<file path="src/rtl/logic_gate_pipe.sv">
// Selectable WIDTH-bit logic gate array behind a one-stage valid/ready result register,
// with a registered zero flag and a saturating count of accepted operand beats.
module logic_gate_pipe #(
    parameter int WIDTH   = 8,
    parameter int COUNT_W = 16
) (
    input  logic               clk,
    input  logic               rst_n,
    input  logic               in_valid,
    output logic               in_ready,
    input  logic [2:0]         op,
    input  logic [WIDTH-1:0]   a,
    input  logic [WIDTH-1:0]   b,
    output logic               out_valid,
    input  logic               out_ready,
    output logic [WIDTH-1:0]   y,
    output logic               zero,
    output logic [COUNT_W-1:0] count
);

    logic [WIDTH-1:0] result;
    logic             accept;
    logic             consume;

    always_comb begin
        result = '0;
        unique case (op)
            3'b000: result = a & b;
            3'b001: result = a | b;
            3'b010: result = ~(a & b);
            3'b011: result = ~(a | b);
            3'b100: result = a ^ b;
            3'b101: result = ~(a ^ b);
            3'b110: result = ~a;
            3'b111: result[0] = ~|a;
            default: result = '0;
        endcase
    end

    // Pass-through on drain: a new beat may land in the same edge the old one leaves.
    assign in_ready = !out_valid || out_ready;
    assign accept   = in_valid && in_ready;
    assign consume  = out_valid && out_ready;

    always_ff @(posedge clk or negedge rst_n) begin
        if (!rst_n) begin
            out_valid <= 1'b0;
            y         <= '0;
            zero      <= 1'b0;
        end else if (accept) begin
            out_valid <= 1'b1;
            y         <= result;
            zero      <= (result == '0);
        end else if (consume) begin
            out_valid <= 1'b0;
        end
    end

    always_ff @(posedge clk or negedge rst_n) begin
        if (!rst_n) begin
            count <= '0;
        end else if (accept && (count != '1)) begin
            count <= count + COUNT_W'(1);
        end
    end

endmodule

</file>
<file path="config.mk">
export PLATFORM = sky130hd
export DESIGN_NAME = logic_gate_pipe
export DESIGN_NICKNAME = d
export VERILOG_FILES = /design/src/rtl/logic_gate_pipe.sv
export SDC_FILE = /design/constraint.sdc
export NUM_CORES = 1
export LEC_CHECK = 0
export ABC_CLOCK_PERIOD_IN_PS = 3050
export CAP_MARGIN = 20
export CORE_UTILIZATION = 45
export CTS_CLUSTER_DIAMETER = 100
export CTS_CLUSTER_SIZE = 20
export DETAILED_ROUTE_END_ITERATION = 10
export HOLD_SLACK_MARGIN = 0.1
export PLACE_DENSITY = 0.75
export RECOVER_POWER = 50
export SLEW_MARGIN = 20
export SYNTH_ARGS = -nofsm -noshare
export SYNTH_HDL_FRONTEND = slang
export SYNTH_SLANG_ARGS = --single-unit
export TNS_END_PERCENT = 50
</file>
<file path="constraint.sdc">
create_clock -name clk -period 3.05 [get_ports clk]
set_input_delay 0.7625 -clock clk [delete_from_list [all_inputs] [get_ports clk]]
set_output_delay 0.7625 -clock clk [all_outputs]
set_load 0.05 [all_outputs]
</file>
Word-level counts from Yosys, hierarchy flattened
Cells that the tools add are included.
{"block": "word_totals", "ramBits": 0, "rom_bits": 0, "latch_bits": 0, "word_cells": 34, "output_inout_bits": 27, "reg_bits": 26, "memories": 0}
{"block": "op_classes", "n_reduce_logical": 10, "multipliers": 0, "mux": 4, "n_shift": 0, "eq_ne": 8, "bitwise_logic": 7, "div_mod_pow": 0, "addsub": 1, "magnitude_cmp": 0}
{"op": "$pmux W7 S7", "count": 1}
{"op": "$not A8 Y8", "count": 4}
{"op": "$add A16 B1 Y16 const B", "count": 1}
{"op": "$ne A16 B16 Y1 const B", "count": 1}
{"op": "$eq A3 B3 Y1 const B", "count": 4}
{"op": "$and A8 B8 Y8", "count": 1}
{"op": "$logic_not A8 Y1", "count": 1}
{"op": "$or A8 B8 Y8", "count": 1}
{"op": "$pmux W1 S8", "count": 1}
{"op": "$reduce_or A8 Y1", "count": 1}
{"op": "$xor A8 B8 Y8", "count": 1}
{"op": "$eq A3 B2 Y1 const B", "count": 2}
{"op": "$eq A3 B1 Y1 const B", "count": 1}
{"op": "$logic_and A1 B1 Y1", "count": 3}
{"op": "$logic_not A3 Y1", "count": 1}
{"op": "$logic_not A1 Y1", "count": 2}
{"op": "$mux W1", "count": 2}
{"op": "$reduce_bool A2 Y1", "count": 1}
{"op": "$logic_or A1 B1 Y1", "count": 1}

Longest topological paths before layout
Gate-level depths: netlist of the first run.
{"block": "logic_depth", "word_depth": 4, "ltp_mapped": 7}

Worst setup path before layout of the first run
OpenSTA, ideal clock, no wires.
{"block": "synth_timing", "kind": "input to register", "start": "in out_ready", "end": "reg count[12]", "path_buffers": 1, "path_slack_ns": 0.644, "t_arrival_ns": 2.261, "cell_stages": 6, "cell_sequence": "nand2b_1 > nand2_1 > or3_1 > buf_2 > nor4_1 > xor2_1"}
{"block": "synth_between", "elab_chain_cells": 3}
{"item": "start: declaration", "line_no": "15", "source": "input logic out_ready,"}
{"item": "$logic_or A1 B1 Y1", "line_no": "41", "source": "assign in_ready = !out_valid || out_ready;"}
{"item": "$logic_and A1 B1 Y1", "line_no": "42", "source": "assign accept = in_valid && in_ready;"}
{"item": "$logic_and A1 B1 Y1", "line_no": "62", "source": "end else if (accept && (count != '1)) begin"}
{"item": "end signal: assignment", "line_no": "63", "source": "count <= count + COUNT_W'(1);"}
{"item": "end: declaration", "line_no": "18", "source": "output logic [COUNT_W-1:0] count"}
No other way between the ends.
A chain may end at the register's enable or synchronous reset.

Worst setup path in the final report of the first run
{"block": "layout_timing", "start": "in op[0]", "end": "reg zero"}
{"block": "layout_between", "elab_chain_cells": 3}
{"item": "start: declaration", "line_no": "11", "source": "input logic [2:0] op,"}
{"item": "$eq A3 B3 Y1, or another cell as far along", "line_no": "27", "source": "unique case (op)"}
{"item": "$pmux W1 S8 / $pmux W7 S7 (equally long branches)", "line_no": "27"}
{"item": "$logic_not A8 Y1 (*)", "line_no": "53", "source": "zero <= (result == '0);"}
{"item": "end signal: assignment", "line_no": "53"}
{"item": "end: declaration", "line_no": "17", "source": "output logic zero,"}
Mark *: on every way between the ends. The rest lies on a longest branch, timed or not.

==> results of run 1 <==
[cell usage after synthesis, drive strengths merged]
master	n
and2	3
dfrtp	26
xnor2	16
buf	7
o2111a	1
o31a	1
nand4	5
or3b	1
o221ai	2
nand2	22
o22a	2
o32ai	1
o311a	1
nor2	12
inv	20
nor3	6
or2	2
o211ai	3
a41oi	2
nor4	3
ha	17
a21oi	4
nand3b	1
mux2i	2
a41o	1
nor3b	2
a21o	1
and2b	1
a211oi	1
mux2	4
o21ai	12
a31oi	2
a311oi	1
o22ai	2
o31ai	2
nand2b	7
clkbuf	2
and3	1
or3	1
nor2b	1
a32oi	2
xor2	5
nand3	9
[layout make-up]
| cell class | instances | area [µm²] | share of cell area, % |
|---|---|---|---|
| well taps | 50 | 62.6 | 2.45 |
| flip-flops and latches | 26 | 651 | 25.5 |
| clock buffers | 4 | 55.1 | 2.16 |
| repair buffers | 55 | 538 | 21.1 |
| inverters | 20 | 75.1 | 2.95 |
| multi-input cells | 162 | 1170 | 45.8 |
[through the flow]
| step | worst slack (ps) | hold WS [ps] | area, µm² |
|---|---|---|---|
| 5_1_grt | 378 | 521 | 2550 |
| 6_report | 522 | 480 | 2550 |
| 2_1_floorplan | 644 | 467 | 1950 |
| 4_1_cts | 530 | 488 | 2560 |
| 3_3_place_gp | 288 | 462 | 2510 |
| 3_5_place_dp | 246 | 469 | 2510 |
[worst max path at each step]
| stage | startpoint | endpoint | slack (ps) | cells past startpoint |
|---|---|---|---|---|
| 6_report | op[0] | zero | 520 | 7 |
| 5_1_grt | out_ready | count[1] | 380 | 6 |
| 4_1_cts | op[0] | zero | 530 | 7 |
| 3_5_place_dp | op[0] | zero | 250 | 7 |
| 3_3_place_gp | op[0] | zero | 290 | 7 |
| 2_1_floorplan | out_ready | count[12] | 640 | 6 |
[per-layer routing]
metal / global-route usage, % / part of all wire (%) / vias to the layer above
met5: 0 / 0 / -
met4: 6.38 / 0.86 / 0
met3: 2.36 / 4.1 / 4
met2: 30.4 / 46 / 44
met1: 25.4 / 49 / 755
li1: - / - / 863
[worst register-to-register path: stages (launching register included)]
cell and delay (ps):
dfrtp_1 380, nand2b_1 220, nand2_1 110, clkbuf_1 300, a41oi_1 350, mux2_2 370
[power by group]
part           switching (W)  internal [W]  total (W)
Clock               0.000104      0.000115   0.000219
Combinational       0.000432      0.000257   0.000689
Sequential         0.0000949      0.000418   0.000512
[registers in the layout, summed over array words and instances, names as in the netlist]
signal     flops
out_valid      1
zero           1
y              8
count         16
[logic make-up (layout without fill, tap and decap cells)]
| family | count (synthesis) | count (layout) |
|---|---|---|
| and+or+nand+nor | 77 | 77 |
| AOI/OAI and AO/OA | 41 | 41 |
| buffers and inverters | 29 | 79 |
| DFF | 26 | 26 |
| xor gates and xnor gates | 21 | 21 |
| adders and majority gates | 17 | 17 |
| muxes | 6 | 6 |
==> qor.yml, run 1 <==
critical_path:
  path_class: "in2reg"
  worst-path-buf-inv: 2
  worstRegToRegCells: 5
  slowest_delay_ps: 780
  crit_path_max_fanout: 16
  cp_slowest_cell: "clkdlybuf4s50_1"
  cp_cell_sequence: "clkdlybuf4s50_1, buf_4, nor3b_1, a41o_1, a211oi_1, o211ai_1, o31ai_2"
  crit_required_ps: 3230
  path_delay_family: "buffers and inverters"
  r2r-end: "count[1]"
  end_kind: "flip-flop"
  r2r_start: "out_valid"
  startpoint_type: "input port"
  reg2reg_slack_ps: 1220
  crit_arrival_ps: 2710
sta:
  fmax_mhz: 396
  slew_headroom_pct: 6.45
  setup_viol: 0
  rsz0062_at_grt: "no"
  min_period_over_period_pct: 82.9
  hold_viol_final: 0
  tns_ps: 0
  slew_viol_final: 0
  finClkSkew_ps: 6.55
  worst_pin_slew_ps: 1400
  fin_crit_ps: 2530
synthesis:
  yosys.area_share.adder_pct: 10.9
  synth_compound_gate_area_share_pct: 15.3
  ys_seq_area_share_pct: 33.4
  syn_nets: 257
  netlist.area_leader.share_pct: 33.4
  yosysTopAreaCell: "dfrtp_1"
  yosys.area_share.simple_pct: 21.4
  synth_xor_area_share_pct: 9.45
  synth_cell_types: 50
  synth_mux_area_share_pct: 3.34
  netlist_area_mm2: 0.00195
  synthCells: 217
  yosys_warnings: 0
  avgSynthCellArea_um2: 8.97
  ys_top_cells_by_area: "dfrtp_1, ha_1, xnor2_1, nand2_1, inv_1"
  synth_top_family_by_area: "simple AND/OR/NAND/NOR gates"
  synth_seq_cells: 26
route:
  viasPerCell: 5.26
  post-route-drc-count: 0
  num_vias: 1666
  drt_pass1_iterations: 4
  wl_per_cell_um: 12.4
  drt_iter0_drc: 63
  antenna_left: 0
  routed_wl_um: 3940
grt:
  grtUsageTotal_pct: 18.8
  grt_pass1_vias: 1458
  antenna_found_initial: 0
  grt_pass1_wl_um: 6530
  grt_max_degree: 27
  grt-ovfl-total: 0
clock_network:
  cts_max_path_buffers: 2
  post_cts_buffers: 0
  cts_root_buf: "clkbuf_8"
  cts_buffers: 3
  htreeDepth: 1
  clk_pin_slew_ps: 80
  ctsHoldBuffers: 0
  post_cts_resized: 0
  cts.sinks: 26
  clk_latency_ps: 270
  cts_tree: "built"
power_and_ir_drop:
  ir_drop_uv: 238
  p_total_w: 0.00142
  power_density_mw_per_mm2: 557
  power.leakage_nw: 1.11
cells_and_area:
  layout_common_cells: "clkdlybuf4s50_1, dfrtp_1, nand2_1"
  nets: 308
  final_core_util_pct: 62.4
  drive_gt1_share_pct: 6.74
  fill_cells: 362
  antenna_cells: 0
  layout_commonest_cell: "clkdlybuf4s50_1"
  fin_cells: 317
  area_growth_pct: 31.0
place:
  io_buffers: 49
  dp.cells: 313
  gp_congestion: 0.911
  hpwl_um: 3100
hold_path:
  min_path_cells: 2
  min_path_type: "reg2reg"
  min_to: "y[5]"
  hold_path_startpoint: "y[5]"
outcome:
  outcome: "completed"
die:
  io_pins: 50
  die_h_um: 67.8
  start_util_pct: 47.6
  num_rows: 23
  die-area_mm2: 0.00459
  core_mm2: 0.00409
  die_w_um: 67.8
job:
  drv_cap: 0
Power figures use the tool's default switching activity.
==> run 2: changes to the inputs <==
ABC_CLOCK_PERIOD_IN_PS = 2200   (was 3050)
CORE_UTILIZATION = 44   (was 45)
PLACE_DENSITY = 0.77   (was 0.75)
clock period = 2.2 ns   (was 3.05 ns; I/O delays follow)
==> run 2 against run 1 <==
  * Clock skew decreased by 3.4 ps
  * Design area is 8.2% higher
  * Clock power up 19%
  * Flip-flop and latch count unchanged
  * Sequential power increased by 36%
  * Routed wire length up 14%
  * First-iteration DRC count is 65% higher
  * Critical path depth grew 1
  * Core utilization rose by 4.7 points
  * Sequential share of layout area decreased by 1.9 points
==> qor.yml, run 2 (same netlist as run 1, synthesis figures left out) <==
outcome:
  outcome: "completed"
clock_network:
  cts_root_buf: "clkbuf_8"
  htreeDepth: 1  # unchanged
  clk_pin_slew_ps: 80  # about the same
  ctsHoldBuffers: 0  # unchanged
  clk_latency_ps: 260  # about the same
  cts_max_path_buffers: 2  # unchanged
  cts.sinks: 26  # unchanged
  cts_buffers: 3  # unchanged
  cts_tree: "built"
route:
  post-route-drc-count: 0  # unchanged
  num_vias: 1829  # +9.8%
  drt_iter0_drc: 104  # +65%
  wl_per_cell_um: 13.1  # +5.2%
  routed_wl_um: 4500  # +14%
  antenna_left: 0  # unchanged
  drt_pass1_iterations: 4  # unchanged
  viasPerCell: 5.32  # +1.2%
grt:
  grt_pass1_wl_um: 7110  # +8.9%
  grt-ovfl-total: 0  # unchanged
  antenna_found_initial: 0  # unchanged
  grt_pass1_vias: 1655  # +14%
  grtUsageTotal_pct: 19.8  # +1.0 points
  grt_max_degree: 27  # unchanged
critical_path:
  crit_arrival_ps: 2280  # -430 ps
  worstRegToRegCells: 5  # unchanged
  cp-endpoint: "zero"
  r2r_start: "count[4]"
  end_kind: "flip-flop"
  startpoint_type: "input port"
  r2r-end: "count[7]"
  critPathLaunch: "a[6]"
  reg2reg_slack_ps: 230  # -990 ps
  crit_path_max_fanout: 2  # -14
  crit_required_ps: 2360  # -870 ps
  cp_slowest_cell: "clkdlybuf4s50_1"
  path_class: "in2reg"
  slowest_delay_ps: 500  # -280 ps
  cp_cell_sequence: "clkdlybuf4s50_1, inv_1, ha_1, xnor2_1, mux2_2, o2111a_1, o211ai_1, o31ai_2"
sta:
  slew_headroom_pct: 57.3  # +51 points
  rsz0062_at_grt: "no"
  worst_pin_slew_ps: 640  # -763 ps
  hold_viol_final: 0  # unchanged
  slew_viol_final: 0  # unchanged
  setup_viol: 0  # unchanged
  min_period_over_period_pct: 96.4
  finClkSkew_ps: 3.16  # -3.39 ps
  fin_crit_ps: 2120
  holdWs_ps: 491  # +10.3 ps
  tns_ps: 0  # unchanged
  fmax_mhz: 471
die:
  die_w_um: 68.5  # +1.1%
  core_mm2: 0.00412  # +0.70%
  num_rows: 23  # unchanged
  io_pins: 50  # unchanged
  die_h_um: 68.5  # +1.1%
  start_util_pct: 47.3  # -0.33 points
  die-area_mm2: 0.00469  # +2.2%
cells_and_area:
  layout_commonest_cell: "clkdlybuf4s50_1"
  largestRegisters: "count: 16 flops, y: 8 flops"
  area_growth_pct: 41.8
  fin_cells: 344  # +8.5%
  drive_gt1_share_pct: 16.7  # +9.9 points
  nets: 336  # +9.1%
  regMostFlops: "count"
  layout_common_cells: "clkdlybuf4s50_1, buf_4, dfrtp_1"
  final_core_util_pct: 67.0  # +4.7 points
  antenna_cells: 0  # unchanged
  largest_register_ff_count: 16  # unchanged
  fill_cells: 366  # +1.1%
place:
  gp_congestion: 0.846  # -7.1%
  io_buffers: 49  # unchanged
  hpwl_um: 3620  # +17%
  dp.cells: 340  # +8.6%
power_and_ir_drop:
  p_total_w: 0.00197  # +38%
  power.leakage_nw: 1.26  # +14%
  ir_drop_uv: 343  # +44%
  power_density_mw_per_mm2: 712  # +28%
job:
  drv_cap: 0  # unchanged
hold_path:
  min_path_type: "reg2reg"
-- run 2: worst max-delay path: cells and delay by family --
kind	cells	cell delay [ps]
multiplexers	1	270
AO/OA/AOI/OAI	3	480
adder cells (fa/ha/maj)	1	300
buffers and inverters	2	570
XOR/XNOR	1	120
-- run 2: metrics by stage --
step                worst slack (ps)  area [µm²]
floorplan                        135        1950
global placement                -224        2710
detailed placement              -313        2710
CTS                             1.79        2760
global route                    6.73        2760
finish                          78.4        2760
-- run 2: timing repair --
item | in CTS | in global routing
gates resized for setup | 1 | 6
pin swaps | 1 | 7
buffers inserted | 0 | 1
setup endpoints to repair | 1 | 1
-- run 2: layout make-up --
class | count | area, µm² | share of cell area (%)
clock buffers | 3 | 41.3 | 1.50
inverters | 20 | 75.1 | 2.72
multi-input cells | 162 | 1180 | 42.7
flip-flops and latches | 26 | 651 | 23.6
well taps | 50 | 62.6 | 2.27
repair buffers | 83 | 751 | 27.2
-- run 2: worst min-delay path by stage --
stage | startpoint | endpoint | cells past startpoint
floorplan | rst_n | count[0] | 0
global placement | y[5] | y[5] | 2
detailed placement | y[5] | y[5] | 2
CTS | y[5] | y[5] | 2
global route | y[5] | y[5] | 2
finish | y[5] | y[5] | 2
-- run 2: power breakdown --
group / switching, W / internal [W]
clock network: 0.000139 / 0.000123
registers: 0.000118 / 0.000579
logic: 0.000620 / 0.000387
-- run 2: layer usage --
layer / share of wire (%) / up-vias / routed length [µm] / global-route usage [%]
li1: - / 920 / - / -
met1: 45 / 854 / 2030 / 25.8
met2: 50 / 50 / 2230 / 35.0
met3: 4.2 / 5 / 191 / 1.48
met4: 1.0 / 0 / 46 / 5.21
met5: 0 / - / 0 / 0
==> run 3: changes to the inputs <==
ABC_CLOCK_PERIOD_IN_PS = 1800   (was 2200)
CORE_UTILIZATION = 45   (was 44)
CTS_BUF_LIST = sky130_fd_sc_hd__clkbuf_8   (was not set)
PLACE_DENSITY = 0.78   (was 0.77)
SETUP_SLACK_MARGIN = 0.02   (was not set)
clock period = 1.8 ns   (was 2.2 ns; I/O delays follow)
==> run 3 against run 2 <==
  * Flip-flop and latch count stayed put
  * Worst setup slack got worse by 49 ps
  * Critical path depth shrank 1
  * Design area grew 4.0%
  * Core utilization up 3.2 points
  * Combinational power increased by 29%
  * Largest cell class unchanged
  * Highest routed layer unchanged
==> qor.yml, run 3 (same netlist as run 1, synthesis figures left out) <==
place:
  io_buffers: 49  # unchanged
  gp_congestion: 0.830  # -1.9%
  post_dp_cell_area_mm2: 0.00275  # +1.5%
  hpwl_um: 3810  # +5.3%
hold_path:
  min_to: "y[5]"
  hold_path_startpoint: "y[5]"
  min_path_type: "reg2reg"
  min_path_cells: 2  # unchanged
critical_path:
  worstRegToRegCells: 5  # unchanged
  startpoint_type: "input port"
  r2r-end: "count[9]"
  r2r_start: "count[8]"
  crit_arrival_ps: 1950  # -330 ps
  path_class: "in2reg"
  end_kind: "flip-flop"
  crit_path_max_fanout: 4  # +2
  crit_required_ps: 1980  # -380 ps
  reg2reg_slack_ps: 180  # -50 ps
cells_and_area:
  final_cell_area_mm2: 0.00287  # +4.0%
  final_core_util_pct: 70.2  # +3.2 points
  layout_common_cells: "buf_4, nand2_1, inv_1, dlygate4sd2_1, xnor2_1"
  area_growth_pct: 47.5
  nets: 344  # +2.4%
  drive_gt1_share_pct: 34.3  # +18 points
  regMostFlops: "count"
  antenna_cells: 0  # unchanged
  largestRegisters: "count: 16 flops, y: 8 flops"
  layout_commonest_cell: "buf_4"
  largest_register_ff_count: 16  # unchanged
sta:
  holdWs_ps: 491  # +0.366 ps
  finClkSkew_ps: 12.7  # +9.55 ps
  slew_headroom_pct: 58.1  # +0.76 points
  rsz0062_at_grt: "yes"
  tns_ps: 0  # unchanged
  hold_viol_final: 0  # unchanged
  min_period_over_period_pct: 98.4
  fin_crit_ps: 1770
  worst_pin_slew_ps: 629  # -11.4 ps
  setup_viol: 0  # unchanged
  fmax_mhz: 565
  slew_viol_final: 0  # unchanged
clock_network:
  cts_max_path_buffers: 2  # unchanged
  cts_tree: "built"
  cts_root_buf: "clkbuf_8"
  htreeDepth: 1  # unchanged
  ctsHoldBuffers: 0  # unchanged
  clk_pin_slew_ps: 80  # about the same
  cts_buffers: 3  # unchanged
  cts.sinks: 26  # unchanged
  clk_latency_ps: 280  # +20 ps
route:
  num_vias: 1868  # +2.1%
  route.met2.wl_um: 2400  # +7.4%
  dr.max_layer_used: "met4"
  dr_wl_met3_um: 201  # +5.2%
  drt_pass1_iterations: 4  # unchanged
  wl_per_cell_um: 13.6  # +3.9%
  post-route-drc-count: 0  # unchanged
  routed_wl_um: 4800  # +6.6%
  drt_iter0_drc: 121  # +16%
  met1Wirelength_um: 2160  # +6.3%
  viasPerCell: 5.29  # -0.47%
  antenna_left: 0  # unchanged
power_and_ir_drop:
  power.internal_w: 0.00142  # +30%
  power_frac_clock_pct: 14.8  # +1.5 points
  p_switching_w: 0.00116  # +33%
  p_total_w: 0.00258  # +31%
  comb_power_share_pct: 50.4  # -0.8 points
  pwr-share-seq_pct: 34.9  # -0.6 points
  ir_drop_uv: 527  # +54%
  switching_share_pct: 45.0  # +0.41 points
  power_density_mw_per_mm2: 900  # +26%
  power.leakage_nw: 1.32  # +4.0%
grt:
  grt_pass1_vias: 1774  # +7.2%
  grt_pass1_wl_um: 7760  # +9.1%
  grt-ovfl-total: 0  # unchanged
  grtUsageTotal_pct: 22.4  # +2.6 points
  grt_max_degree: 27  # unchanged
  antenna_found_initial: 0  # unchanged
die:
  die_w_um: 67.8  # -1.1%
  core_mm2: 0.00409  # -0.70%
  die-area_mm2: 0.00459  # -2.1%
  start_util_pct: 47.6  # +0.33 points
  io_pins: 50  # unchanged
  die_h_um: 67.8  # -1.1%
  num_rows: 23  # unchanged
outcome:
  outcome: "completed"
job:
  drv_cap: 0  # unchanged
==> run 3: cell count changes in the layout (fill, tap and decap cells not counted), sizes merged <==
cell | before | now
clkdlybuf4s15 | 0 | 2
buf | 33 | 56
clkdlybuf4s50 | 43 | 2
dlymetal6s2s | 3 | 0
clkbuf | 6 | 17
dlygate4sd2 | 0 | 17
==> run 3: stage by stage <==
stage | worst slack, ps | cells
6_report | 29.3 | 353
5_1_grt | -14.4 | 353
4_1_cts | 24.0 | 353
3_5_place_dp | -564 | 347
3_3_place_gp | -513 | 347
2_1_floorplan | 26.2 | 217
==> run 3: power groups by stage <==
stage / Combinational, W / Sequential (W) / Clock (W)
detailed placement: 0.00130 / 0.000913 / 0
finish: 0.00130 / 0.000900 / 0.000382
global route: 0.00139 / 0.000920 / 0.000401
global placement: 0.00126 / 0.000906 / 0
CTS: 0.00133 / 0.000901 / 0.000375
floorplan: 0.000357 / 0.00133 / 0
==> run 3: layout make-up <==
cell class / instances / area (µm²)
tap: 50 / 62.6
fill: 347 / 1220
inverter: 20 / 75.1
clock buffer: 4 / 55.1
timing repair buffer: 91 / 707
multi-input combinational: 162 / 1300
sequential: 26 / 666
==> run 3: what timing repair did <==
item,CTS,global route
resized for setup,39,4
pin swaps,19,2
setup buffers,2,0
endpoints found under the setup margin,7,6
==> run 3: worst max-delay path: stages <==
cell,delay [ps]
dlygate4sd2_1,300
inv_1,70
ha_1,210
o311a_1,340
o32ai_4,320
nand2b_4,70
o31ai_2,200
==> run 3: worst max-delay path by stage <==
stage / from / endpoint / slack (ps) / cells after the start
finish: a[4] / zero / 30 / 7
CTS: b[2] / zero / 20 / 8
detailed placement: a[7] / zero / -560 / 8
global route: a[2] / zero / -10 / 8
global placement: a[7] / zero / -510 / 8
floorplan: count[11] / count[1] / 30 / 4
==> run 3: layer usage <==
metal  up-vias  global-route usage, %
met3         4                   2.70
met4         0                   5.59
li1        933                      -
met1       877                   27.6
met5         -                      0
met2        54                   40.7
==> RTL change: new RTL, config.mk and constraints of run 2 <==
Put one more register stage on the output `count`, without a reset. The value now appears one clock later. The other outputs are not delayed to match. Comments in the files are not updated.
--- a/src/rtl/logic_gate_pipe.sv
+++ b/src/rtl/logic_gate_pipe.sv
@@ -19,2 +19,4 @@
 );
+
+    logic [COUNT_W-1:0] count_s0;
 
@@ -60,6 +62,10 @@
         if (!rst_n) begin
-            count <= '0;
-        end else if (accept && (count != '1)) begin
-            count <= count + COUNT_W'(1);
+            count_s0 <= '0;
+        end else if (accept && (count_s0 != '1)) begin
+            count_s0 <= count_s0 + COUNT_W'(1);
         end
+    end
+
+    always_ff @(posedge clk) begin
+        count <= count_s0;
     end
Function: changed (a bounded check fails within 4 cycles, from zero or initial values and one cycle with rst_n low).
==> RTL change against run 2 <==
  * Sequential cell count up 16
  * Worst setup slack got worse by 11 ps
  * Via count increased by 13%
  * Non-clock buffer count rose by 2
  * Count of clock-buffer cells in the layout up 2
  * Area after synthesis grew 20%
  * Synthesized cell count increased by 13%
  * Final cell count grew 16%
  * Cell area increased by 20%
  * Wire length grew 20%
  * Total power increased by 30%
  * Largest power group is now sequential cells
==> RTL change: results (changes against run 2) <==
| Metric | Value |
|---|---|
| XOR/XNOR Fraction of Synth Area | 9.79% (+0.34 points) |
| Status | finished clean |
| Syn-to-layout area delta | 42.2% |
| Post-DP Area | 3140 µm² (+16%) |
| Layout cells sized above 1 | 17.7% (+1.0 points) |
| Min Hold Slack | 425 ps (-65.5 ps) |
| Switching Share | 36.1% (-8.5 points) |
| Pre-CTS WS | -431 ps (-118 ps) |
| CP arrival | 1580 ps (-700 ps) |
| FF-to-FF End | count_s0[8]$_DFFE_PN0P_ |
| Regs by FF count | count x16, count_s0 x16, y x8 |
| Most common library cells after synthesis | dfrtp_1 (26), nand2_1 (20), ha_1 (17), inv_1 (17), xnor2_1 (17) |
| Leakage | 1.52 nW (+20%) |
| GR Util met2 | 36.2% (+1.2 points) |
| Post-CTS resize count | 3 (+2) |
| GR Util met3 | 3.35% (+1.9 points) |
| Yosys cell types | 43 (-14%) |
| Clock Skew | 5.26 ps (+2.10 ps) |
| Inverters | 19 (-5.0%) |
| CTS HTree Levels | 2 (+1) |
| Hpwl dp | 4.10 mm (+13%) |
| Reg-to-reg setup timing slack | 310 ps (+80 ps) |
| Adder-Cell Fraction of Synth Area | 9.14% (-1.8 points) |
| FF-to-FF Start | count_s0[6]$_DFFE_PN0P_ |
| Signal buf overhead | 23.6% (-3.6 points) |
| Drt via density | 5.21 (-2.0%) |
| Fraction of area in multi-input gates | 38.9% (-3.8 points) |
| Synth top area cells | dfrtp_1 (28%), dfxtp_1 (14%), ha_1 (9.1%), xnor2_1 (6.4%), xor2_1 (3.4%) |
| Post-Place Cells | 390 (+15%) |
| Compound-cell area share of the yosys netlist | 14.4% (-0.89 points) |
| Vias in the first global route | 2010 (+21%) |
| Final RePlAce weighted congestion | 0.892 (+5.4%) |
| First-pass GRT wire length | 8.79 mm (+24%) |
| Multi-input comb cells | 174 (+7.4%) |
| Comb pwr | 0.950 mW (-6%) |
| Fmax | 469 MHz (-0.49%) |
| Worst Reg-to-Reg Cells | 6 (+1) |
| Seq/total area | 29.4% (+5.8 points) |
| Syn nets | 285 (+11%) |
| Buffers outside the clock class | 85 (+2.4%) |
| WL met1 | 2.32 mm (+14%) |
| Clk_buf instances | 5 (+2) |
| Initial DRC Count | 67 (-36%) |
## RTL change: cell types whose count changed after synthesis, sizes merged, moves of 4 or more
cell / delta
dfxtp: +16
xor2: +4
a21o: +4
and3: +7
## RTL change: how the worst min path moves through the flow
stage | startpoint | endpoint | cells after the start
floorplan | rst_n | count_s0[0]$_DFFE_PN0P_ | 0
global placement | count_s0[5]$_DFFE_PN0P_ | count[5]$_DFF_P_ | 0
detailed placement | count_s0[5]$_DFFE_PN0P_ | count[5]$_DFF_P_ | 0
CTS | count_s0[1]$_DFFE_PN0P_ | count[1]$_DFF_P_ | 0
global route | count_s0[5]$_DFFE_PN0P_ | count[5]$_DFF_P_ | 0
finish | count_s0[1]$_DFFE_PN0P_ | count[1]$_DFF_P_ | 0
## RTL change: critical path, cell delays in order
cell and delay (ps):
dlygate4sd3_1 520, nand2b_1 190, clkbuf_1 160, buf_12 160
